===== src/rtl/serial_adder_pkg.sv =====
// Shared types and helpers for the serial_adder block.
package serial_adder_pkg;

    typedef enum logic [1:0] {
        StIdle = 2'b00,
        StRun  = 2'b01,
        StDone = 2'b10
    } state_e;

    // Width of the digit counter; at least one bit even when N == 1.
    function automatic int unsigned cnt_width(input int unsigned n);
        return (n <= 1) ? 1 : $clog2(n);
    endfunction

endpackage


===== src/rtl/digit_adder.sv =====
// Combinational ripple adder of DIGIT full-adder cells; also exposes the carry into the top bit.
module digit_adder #(
    parameter int unsigned DIGIT = 1
) (
    input  logic [DIGIT-1:0] a_i,
    input  logic [DIGIT-1:0] b_i,
    input  logic             cin_i,
    output logic [DIGIT-1:0] sum_o,
    output logic             cout_o,
    output logic             cmsb_o
);

    logic [DIGIT:0] c;

    always_comb begin
        c     = '0;
        sum_o = '0;
        c[0]  = cin_i;
        for (int i = 0; i < DIGIT; i++) begin
            sum_o[i] = a_i[i] ^ b_i[i] ^ c[i];
            c[i+1]   = (a_i[i] & b_i[i]) | (a_i[i] & c[i]) | (b_i[i] & c[i]);
        end
    end

    assign cout_o = c[DIGIT];
    assign cmsb_o = c[DIGIT-1];

endmodule


===== src/rtl/serial_adder.sv =====
// Multi-cycle adder: DIGIT bits per clock, LSB first, valid/ready on both sides.
// Define SERIAL_ADDER_SUB_EN to add the 'sub' port (A - B - borrow_in).
module serial_adder
    import serial_adder_pkg::*;
#(
    parameter int unsigned WIDTH = 8,
    parameter int unsigned DIGIT = 1
) (
    input  logic             clk,
    input  logic             rst_n,
    input  logic             in_valid,
    output logic             in_ready,
    input  logic [WIDTH-1:0] a,
    input  logic [WIDTH-1:0] b,
    input  logic             cin,
`ifdef SERIAL_ADDER_SUB_EN
    input  logic             sub,
`endif
    output logic             out_valid,
    input  logic             out_ready,
    output logic [WIDTH-1:0] sum,
    output logic             cout,
    output logic             overflow
);

    localparam int unsigned N    = WIDTH / DIGIT;
    localparam int unsigned CntW = cnt_width(N);

    state_e           state_q, state_d;
    logic [CntW-1:0]  count_q, count_d;
    logic [WIDTH-1:0] a_q, a_d, b_q, b_d, res_q, res_d, sum_q, sum_d;
    logic             carry_q, carry_d, cout_q, cout_d, ovf_q, ovf_d;
    logic             load;

    logic [DIGIT-1:0] dig_sum;
    logic             dig_cout, dig_cmsb;
    logic [WIDTH-1:0] b_in;
    logic             c_in;

`ifdef SERIAL_ADDER_SUB_EN
    // Subtraction is A + ~B + ~borrow_in; inversion happens once at capture.
    assign b_in = sub ? ~b : b;
    assign c_in = sub ? ~cin : cin;
`else
    assign b_in = b;
    assign c_in = cin;
`endif

    digit_adder #(
        .DIGIT(DIGIT)
    ) u_digit (
        .a_i   (a_q[DIGIT-1:0]),
        .b_i   (b_q[DIGIT-1:0]),
        .cin_i (carry_q),
        .sum_o (dig_sum),
        .cout_o(dig_cout),
        .cmsb_o(dig_cmsb)
    );

    assign in_ready  = (state_q == StIdle) | ((state_q == StDone) & out_ready);
    assign out_valid = (state_q == StDone);
    assign sum       = sum_q;
    assign cout      = cout_q;
    assign overflow  = ovf_q;

    always_comb begin
        state_d = state_q;
        count_d = count_q;
        a_d     = a_q;
        b_d     = b_q;
        res_d   = res_q;
        carry_d = carry_q;
        sum_d   = sum_q;
        cout_d  = cout_q;
        ovf_d   = ovf_q;
        load    = 1'b0;

        unique case (state_q)
            StIdle: begin
                load = in_valid;
            end
            StRun: begin
                a_d     = a_q >> DIGIT;
                b_d     = b_q >> DIGIT;
                res_d   = (res_q >> DIGIT) | (WIDTH'(dig_sum) << (WIDTH - DIGIT));
                carry_d = dig_cout;
                count_d = count_q + 1'b1;
                if (count_q == CntW'(N - 1)) begin
                    state_d = StDone;
                    count_d = '0;
                    sum_d   = res_d;
                    cout_d  = dig_cout;
                    ovf_d   = dig_cout ^ dig_cmsb;
                end
            end
            StDone: begin
                if (out_ready) begin
                    load    = in_valid;
                    state_d = StIdle;
                end
            end
            default: state_d = StIdle;
        endcase

        if (load) begin
            state_d = StRun;
            count_d = '0;
            a_d     = a;
            b_d     = b_in;
            carry_d = c_in;
        end
    end

    always_ff @(posedge clk) begin
        if (!rst_n) begin
            state_q <= StIdle;
            count_q <= '0;
            a_q     <= '0;
            b_q     <= '0;
            res_q   <= '0;
            carry_q <= 1'b0;
            sum_q   <= '0;
            cout_q  <= 1'b0;
            ovf_q   <= 1'b0;
        end else begin
            state_q <= state_d;
            count_q <= count_d;
            a_q     <= a_d;
            b_q     <= b_d;
            res_q   <= res_d;
            carry_q <= carry_d;
            sum_q   <= sum_d;
            cout_q  <= cout_d;
            ovf_q   <= ovf_d;
        end
    end

endmodule


===== config.mk =====
export PLATFORM = sky130hd
export DESIGN_NAME = serial_adder
export DESIGN_NICKNAME = d
export VERILOG_FILES = /design/src/rtl/serial_adder_pkg.sv /design/src/rtl/digit_adder.sv /design/src/rtl/serial_adder.sv
export SDC_FILE = /design/constraint.sdc
export NUM_CORES = 1
export LEC_CHECK = 0
export BUFFER_PORTS_ARGS = -buffer_cell sky130_fd_sc_hd__buf_2
export CAP_MARGIN = 10
export CORE_AREA = 2 2 62 64
export CTS_BUF_LIST = sky130_fd_sc_hd__clkbuf_8 sky130_fd_sc_hd__clkbuf_16
export DETAILED_ROUTE_END_ITERATION = 8
export DIE_AREA = 0 0 64 66
export GPL_TIMING_DRIVEN = 1
export PLACE_DENSITY = 0.8
export SLEW_MARGIN = 15
export SYNTH_ARGS = -nofsm -noshare
export SYNTH_HDL_FRONTEND = slang
export SYNTH_SLANG_ARGS = --single-unit

===== constraint.sdc =====
create_clock -name clk -period 1.58 [get_ports clk]
set_clock_uncertainty 0.05 [all_clocks]
set_input_delay 0.158 -clock clk [delete_from_list [all_inputs] [get_ports clk]]
set_output_delay 0.158 -clock clk [all_outputs]
set_load 0.02 [all_outputs]

==> results.txt, run 1 <==
Status: finished, final reports clean
Final nets: 255
Io pins: 33
Top_reg_cell synth: dfxtp_1
CP peak stage delay: 350 ps
WP data required: 1370 ps
Crit-path leading delay family: flip-flops
Sequential-to-total area share from yosys stat: 0.453
Post-route ant nets: 0
Final setup violation count: 0
# rows: 22
Die W: 64 microns
Mapped Cells: 201
Post-synth net total: 225
Iter 0 DRT Violations: 75
DRC errors left: 0
Worst hold path type: input pin to register
Commonest non-fill, non-tap cell in the layout: nand2_1
Fillers: 343
Post-synth EDFFs: 0
Psw: 505 uW
Final hold vios: 0
Die Y: 66 microns
Total CTS buffers: 5
RSZ-0062 raised after global routing: no
Detailed Place HPWL: 2200 microns
Logic gate share of total power: 0.121
Internal power: 1.43 mW
Post-Syn Area per Cell: 8.58 sq um
Ys async rst share: 0
Post-Synth XOR/XNOR Area: 0.00508
DRT Wirelength: 3340 microns
Final Util: 0.562
Die area: 0.00422 sq mm
Largest family of logic cells by synthesized area: simple AND/OR/NAND/NOR gates
Via-to-Cell Ratio: 5.26
Crit path DAT: 1270 ps
Starting Density: 0.486
IO buf count: 32
Antenna cells: 0
Total of warnings raised by yosys: 0
Clock edge transition at the registers on the reported setup and hold paths: 70 ps
Worst-Margin Slew: 388 ps
Worst slew margin: 0.742
Commonest non-fill, non-tap cells in the layout: nand2_1, dfxtp_1, buf_2
Worst-path fanout max: 19
Yosys reg bits: 39
Fin crit period: 1480 ps
Vias in the first global route: 1315
Grt total ovfl: 0
Synth Area in Compound Gates: 0.181
CTS tree: built
Cell Pwr Density: 971 mW/mm^2
CTS Sinks: 39
Switching Fraction: 0.261
Std-Cell Core Area: 0.00355 sq mm
Post-Syn Area: 0.00173 sq mm
Setup crit start kind: register
Largest net degree at the start of global routing: 36
CTS H-tree lvls: 2
First-pass GRT wire length: 5590 microns
Distinct cells, synth: 29
Max Cap Violations: 0
Synth Area in Simple Gates: 0.260
Area growth from synthesis to layout: 15.7%
Adder-cell share of the synthesized area: 0.0261
Worst setup EP type: output pin
Vias: 1472
Hold Buf Count CTS: 0
Clk root buf: clkbuf_8
Bufs and invs on worst path: 2
Gr usage total: 0.172
Pleak: 0.763 nW
Clock Tree Buf Depth: 2
Setup tns final: 0 ps
Critical Path Slowest Stage Cell: dfxtp_2
Crit-path cells: and2b_1 -> buf_12 -> nor2_1 -> buf_2
Multiplexer share of the synthesized area: 0
WL/cell: 11.9 microns
Part of the power in registers: 0.547
Final Hold Slack: 45.7 ps
Ratio of cells with drive above 1 in the final layout: 0.259
Initial antenna violation count: 0
Final Max Slew Viols: 0
Clock share of power: 0.332
Ratio of final minimum period to clock period: 0.934
Peak VDD IR: 588 uV
Placer's final routability congestion estimate: 0.761
Worst-Skew Late Latency: 290 ps
CP Class: register to output pin
F_max: 678 MHz
TritonRoute pass-1 iters: 4
## flip-flops by register name, summed over array words and instances, names as in the netlist
name	flops
a_q	8
state_q	2
sum	8
overflow	1
b_q	8
cout	1
res_q	7
count_q	3
carry_q	1
## metal layers
metal / wire length, microns / share of wire / track usage
met5: 0 / 0 / 0
met4: 106 / 0.032 / 0.103
met3: 175 / 0.052 / 0.0426
met2: 1560 / 0.47 / 0.276
met1: 1500 / 0.45 / 0.209
## metrics by stage
step	cells	setup WS [ps]	cell area [sq um]	power, mW
detailed placement	272	89.1	1910	1.32
finish	280	104	2000	1.94
floorplan	201	240	1730	1.26
CTS	280	50.7	1990	1.95
global placement	272	164	1910	1.31
global route	280	25.3	2000	2.03
## power by group through the flow
stage	registers [mW]	logic, mW	clock network [mW]
after floorplan	1.07	0.188	0
after global placement	1.08	0.231	0
after detailed placement	1.08	0.236	0
after CTS	1.06	0.237	0.653
after global routing	1.07	0.261	0.700
final	1.06	0.235	0.643
## path summary, 6_finish.rpt
kind	from	to	slack, ps	cells after the start
max	state_q[1]$_SDFFE_PP0P_	in_ready	100	4
min	rst_n	state_q[1]$_SDFFE_PP0P_	50	2
max reg2reg	count_q[0]$_SDFFE_PP0N_	overflow$_SDFFE_PN0P_	170	5
min reg2reg	sum[2]$_SDFFE_PN0P_	sum[2]$_SDFFE_PN0P_	400	2
## cell type report
cell class,instances,area (sq um),share of cell area
timing repair buffer,39,250,0.125
tap,48,60.1,0.0301
sequential,39,782,0.392
inverter,1,3.75,0.00188
multi-input combinational,145,816,0.409
clock buffer,5,68.8,0.0345
clock inverter,3,15.0,0.00752
## Yosys cell counts, drive strengths merged (2+ instances only)
cell type	n	area (sq um)
nor2	2	7.51
nor2b	2	15.0
nor3	15	90.1
o211ai	2	15.0
nand3	2	10.0
clkbuf	3	11.3
nand2b	4	25.0
buf	13	115
and2b	2	15.0
a21oi	22	110
o21ai	2	10.0
dfxtp	39	781
nand2	68	258
a311oi	15	169
ha	2	25.0
## timing repair
action / 4_1_cts / 5_1_grt
setup endpoints to repair: 0 / 2
gates resized for setup: 0 / 2
endpoints found under the hold margin: 0 / 0
setup buffers: 0 / 0
## cells by family (layout without fill, tap and decap cells)
kind of cell,Yosys count,count (layout)
flops,39,39
compound gates,42,42
buf+inv,17,48
fa+ha+maj,3,3
xor+xnor,1,1
simple gates,99,99
No activity file was read; power rests on OpenSTA's default activity.
==> run 2: changes to the inputs <==
--- a/config.mk
+++ b/config.mk
@@ -5,14 +5,15 @@
 export SDC_FILE = /design/constraint.sdc
 export NUM_CORES = 1
 export LEC_CHECK = 0
+export ABC_AREA = 1
 export BUFFER_PORTS_ARGS = -buffer_cell sky130_fd_sc_hd__buf_2
 export CAP_MARGIN = 10
-export CORE_AREA = 2 2 62 64
+export CORE_AREA = 2 2 64 66
 export CTS_BUF_LIST = sky130_fd_sc_hd__clkbuf_8 sky130_fd_sc_hd__clkbuf_16
 export DETAILED_ROUTE_END_ITERATION = 8
-export DIE_AREA = 0 0 64 66
+export DIE_AREA = 0 0 66 68
 export GPL_TIMING_DRIVEN = 1
-export PLACE_DENSITY = 0.8
+export PLACE_DENSITY = 0.78
 export SLEW_MARGIN = 15
 export SYNTH_ARGS = -nofsm -noshare
 export SYNTH_HDL_FRONTEND = slang
==> run 2 against run 1 <==
  * Combinational power rose by 14%
  * Core utilization fell by 1.8 points
  * Synthesized cell count rose by 25%
  * Design area rose by 5.1%
  * Clock power rose by 19%
  * Largest power group unchanged
  * Critical path depth did not move
  * Fmax rose by 1.2%
  * Global-route usage rose by 1.3 points
  * Sequential power barely moved
  * Hold slack improved by 24 ps
  * Area after synthesis rose by 5.0%
  * Register-to-register slack improved by 30 ps
==> results.txt, run 2 <==
Vias: 1662 (was 1472)
Final nets: 307 (was 255)
Post-synth EDFFs: 0 (unchanged)
Fillers: 412 (was 343)
Min-delay src: b[7] (was rst_n)
Setup crit start kind: register (unchanged)
Crit path DAT: 1250 ps (was 1270 ps)
Largest net degree at the start of global routing: 35 (was 36)
First-pass GRT wire length: 6400 microns (was 5590 microns)
Final hold vios: 0 (unchanged)
Reg2Reg Setup Slack: 200 ps (was 170 ps)
Worst hold path type: input pin to register (unchanged)
Crit-path cells: inv_2 -> buf_4 -> nor2_1 -> buf_2 (was and2b_1 -> buf_12 -> nor2_1 -> buf_2)
Most area-consuming cells after synthesis: dfxtp_1, nand3_1, nand2_1, a21oi_1, nor2_1 (was dfxtp_1, nand2_1, a21oi_1, a311oi_2, a311oi_1)
Worst-Margin Slew: 332 ps (was 388 ps)
Post-Syn Area per Cell: 7.22 sq um (was 8.58 sq um)
Synth area leader: dfxtp_1 (unchanged)
Mapped Cells: 251 (was 201)
Placer's final routability congestion estimate: 0.777 (was 0.761)
CTS tree: built (unchanged)
Clock edge transition at the registers on the reported setup and hold paths: 70 ps (about the same)
Peak VDD IR: 590 uV (was 588 uV)
Io pins: 33 (unchanged)
DRT Wirelength: 3720 microns (was 3340 microns)
Detailed Place HPWL: 2430 microns (was 2200 microns)
Vias in the first global route: 1484 (was 1315)
Starting Density: 0.470 (was 0.486)
Status: finished, final reports clean (unchanged)
Worst slew margin: 0.778 (was 0.742)
Post-synth net total: 275 (was 225)
TritonRoute pass-1 iters: 4 (unchanged)
Worst setup EP type: output pin (unchanged)
Iter 0 DRT Violations: 81 (was 75)
Max Cap Violations: 0 (unchanged)
Die W: 66 microns (was 64 microns)
Critical Path Slowest Stage Cell: dfxtp_1 (was dfxtp_2)
Worst-Skew Late Latency: 300 ps (was 290 ps)
Cell Pwr Density: 1010 mW/mm^2 (was 971 mW/mm^2)
Final std cells w/o fill: 334 (was 280)
CP Class: register to output pin (unchanged)
CTS Sinks: 39 (unchanged)
CTS H-tree lvls: 2 (unchanged)
Distinct cells, synth: 18 (was 29)
Crit-path leading delay family: buffers and inverters (was flip-flops)
DP Cell Count: 326 (was 272)
Setup tns final: 0 ps (unchanged)
Initial antenna violation count: 0 (unchanged)
Top cell type's share of synthesized area: 0.431 (was 0.453)
Top_reg_cell synth: dfxtp_1 (unchanged)
Ys async rst share: 0 (unchanged)
Area growth from synthesis to layout: 15.7% (about the same)
Total CTS buffers: 5 (unchanged)
Post-route ant nets: 0 (unchanged)
Synth cell count leaders: nand3_1, nand2_1, dfxtp_1 (was nand2_1, dfxtp_1, a21oi_1)
Reg-to-Reg End: sum[0]$_SDFFE_PN0P_ (was overflow$_SDFFE_PN0P_)
Gr usage total: 0.185 (was 0.172)
F_max: 686 MHz (was 678 MHz)
Ratio of cells with drive above 1 in the final layout: 0.208 (was 0.259)
RSZ-0062 raised after global routing: no (unchanged)
Clk root buf: clkbuf_8 (unchanged)
Hold depth: 3 (was 2)
Die area: 0.00449 sq mm (was 0.00422 sq mm)
Post-Syn Area: 0.00181 sq mm (was 0.00173 sq mm)
Cell with the most instances after synthesis: nand3_1 (was nand2_1)
Std-Cell Core Area: 0.00386 sq mm (was 0.00355 sq mm)
Die Y: 68 microns (was 66 microns)
DRC errors left: 0 (unchanged)
Yosys reg bits: 39 (unchanged)
Ratio of final minimum period to clock period: 0.923 (was 0.934)
Final setup violation count: 0 (unchanged)
CP peak stage delay: 390 ps (was 350 ps)
Total of warnings raised by yosys: 0 (unchanged)
# rows: 23 (was 22)
Final Max Slew Viols: 0 (unchanged)
Bufs and invs on worst path: 3 (was 2)
Grt total ovfl: 0 (unchanged)
Fin crit period: 1460 ps (was 1480 ps)
Clock Tree Buf Depth: 2 (unchanged)
Antenna cells: 0 (unchanged)
WL/cell: 11.1 microns (was 11.9 microns)
Final Util: 0.544 (was 0.562)
IO buf count: 32 (unchanged)
Worst Reg-to-Reg Cells: 7 (was 5)
Commonest non-fill, non-tap cells in the layout: nand3_1, nand2_1, dfxtp_1 (was nand2_1, dfxtp_1, buf_2)
Hold path endpoint: b_q[7]$_SDFFE_PN0P_ (was state_q[1]$_SDFFE_PP0P_)
Sequential-to-total area share from yosys stat: 0.431 (was 0.453)
Via-to-Cell Ratio: 4.98 (was 5.26)
WP data required: 1370 ps (about the same)
Reg2reg start: count_q[0]$_SDFFE_PP0N_ (unchanged)
Pleak: 1.03 nW (was 0.763 nW)
Worst-path fanout max: 16 (was 19)
Commonest non-fill, non-tap cell in the layout: nand3_1 (was nand2_1)
## run 2: cell types whose count changed in the layout (fill, tap and decap cells not counted), sizes merged, moves of 3 or more
cell / change
nand3: +47
nor2: +32
inv: +22
nand2: -22
a311oi: -15
nor3: -15
o21ai: +13
clkinv: -4
nand2b: -4
a21oi: +3
buf: +3
## run 2: kinds of logic after synthesis
| group | Yosys count | synth area share |
|---|---|---|
| simple gates | 129 | 0.317 |
| compound gates | 40 | 0.110 |
| buf+inv | 39 | 0.112 |
| flops | 39 | 0.431 |
| fa+ha+maj | 3 | 0.0249 |
| xor+xnor | 1 | 0.00484 |
## run 2: how the worst max path moves through the flow
stage | startpoint | end | slack, ps | cells past startpoint
after floorplan | count_q[0]$_SDFFE_PP0N_ | sum[7]$_SDFFE_PN0P_ | 310 | 8
after global placement | count_q[0]$_SDFFE_PP0N_ | sum[7]$_SDFFE_PN0P_ | 170 | 7
after detailed placement | state_q[0]$_SDFFE_PN0P_ | sum[6]$_SDFFE_PN0P_ | 100 | 5
after CTS | state_q[0]$_SDFFE_PN0P_ | out_valid | 90 | 3
after global routing | state_q[1]$_SDFFE_PP0P_ | out_valid | 30 | 4
final | state_q[1]$_SDFFE_PP0P_ | out_valid | 120 | 4
## run 2: routing by layer
metal / vias up / wire [microns] / global-route usage / part of all wire
li1: 875 / - / - / -
met2: 45 / 1760 / 0.321 / 0.47
met4: 0 / 72 / 0.0765 / 0.019
met1: 735 / 1710 / 0.224 / 0.46
met3: 7 / 180 / 0.0395 / 0.048
met5: - / 0 / 0 / 0
## run 2: power by group
part	internal [mW]	leakage, nW	switching (mW)
clock network	0.397	0.0505	0.364
registers	1.04	0.320	0.0374
logic	0.108	0.661	0.162
total	1.54	1.03	0.564
## run 2: worst reg2reg max path, stage by stage, from the launching register on
cell	delay (ps)
dfxtp_1	330
ha_1	200
ha_1	190
inv_1	80
nor2_2	60
buf_4	160
o21ai_0	150
nor2_1	60
## run 2: area by class of cell
class / count / area, sq um / area share
clock buffer: 7 / 96.3 / 0.0459
clock inverter: 1 / 7.51 / 0.00358
inverter: 22 / 82.6 / 0.0394
multi-input combinational: 173 / 831 / 0.396
sequential: 39 / 782 / 0.373
tap: 50 / 62.6 / 0.0298
timing repair buffer: 42 / 235 / 0.112
## run 2: stage by stage
| step | hold WS (ps) | setup WS (ps) | total power [mW] | area [sq um] |
|---|---|---|---|---|
| floorplan | 244 | 305 | 1.31 | 1810 |
| global placement | 380 | 173 | 1.36 | 1990 |
| detailed placement | 385 | 104 | 1.37 | 1990 |
| CTS | 62.8 | 86.2 | 2.12 | 2090 |
| global route | 105 | 31.2 | 2.20 | 2100 |
| finish | 70.2 | 122 | 2.11 | 2100 |
## run 2: what timing repair did
item                                    CTS  global route
endpoints found under the setup margin    0             9
hold buffers                              0             0
setup buffers                             0             0
resized for setup                         0             3
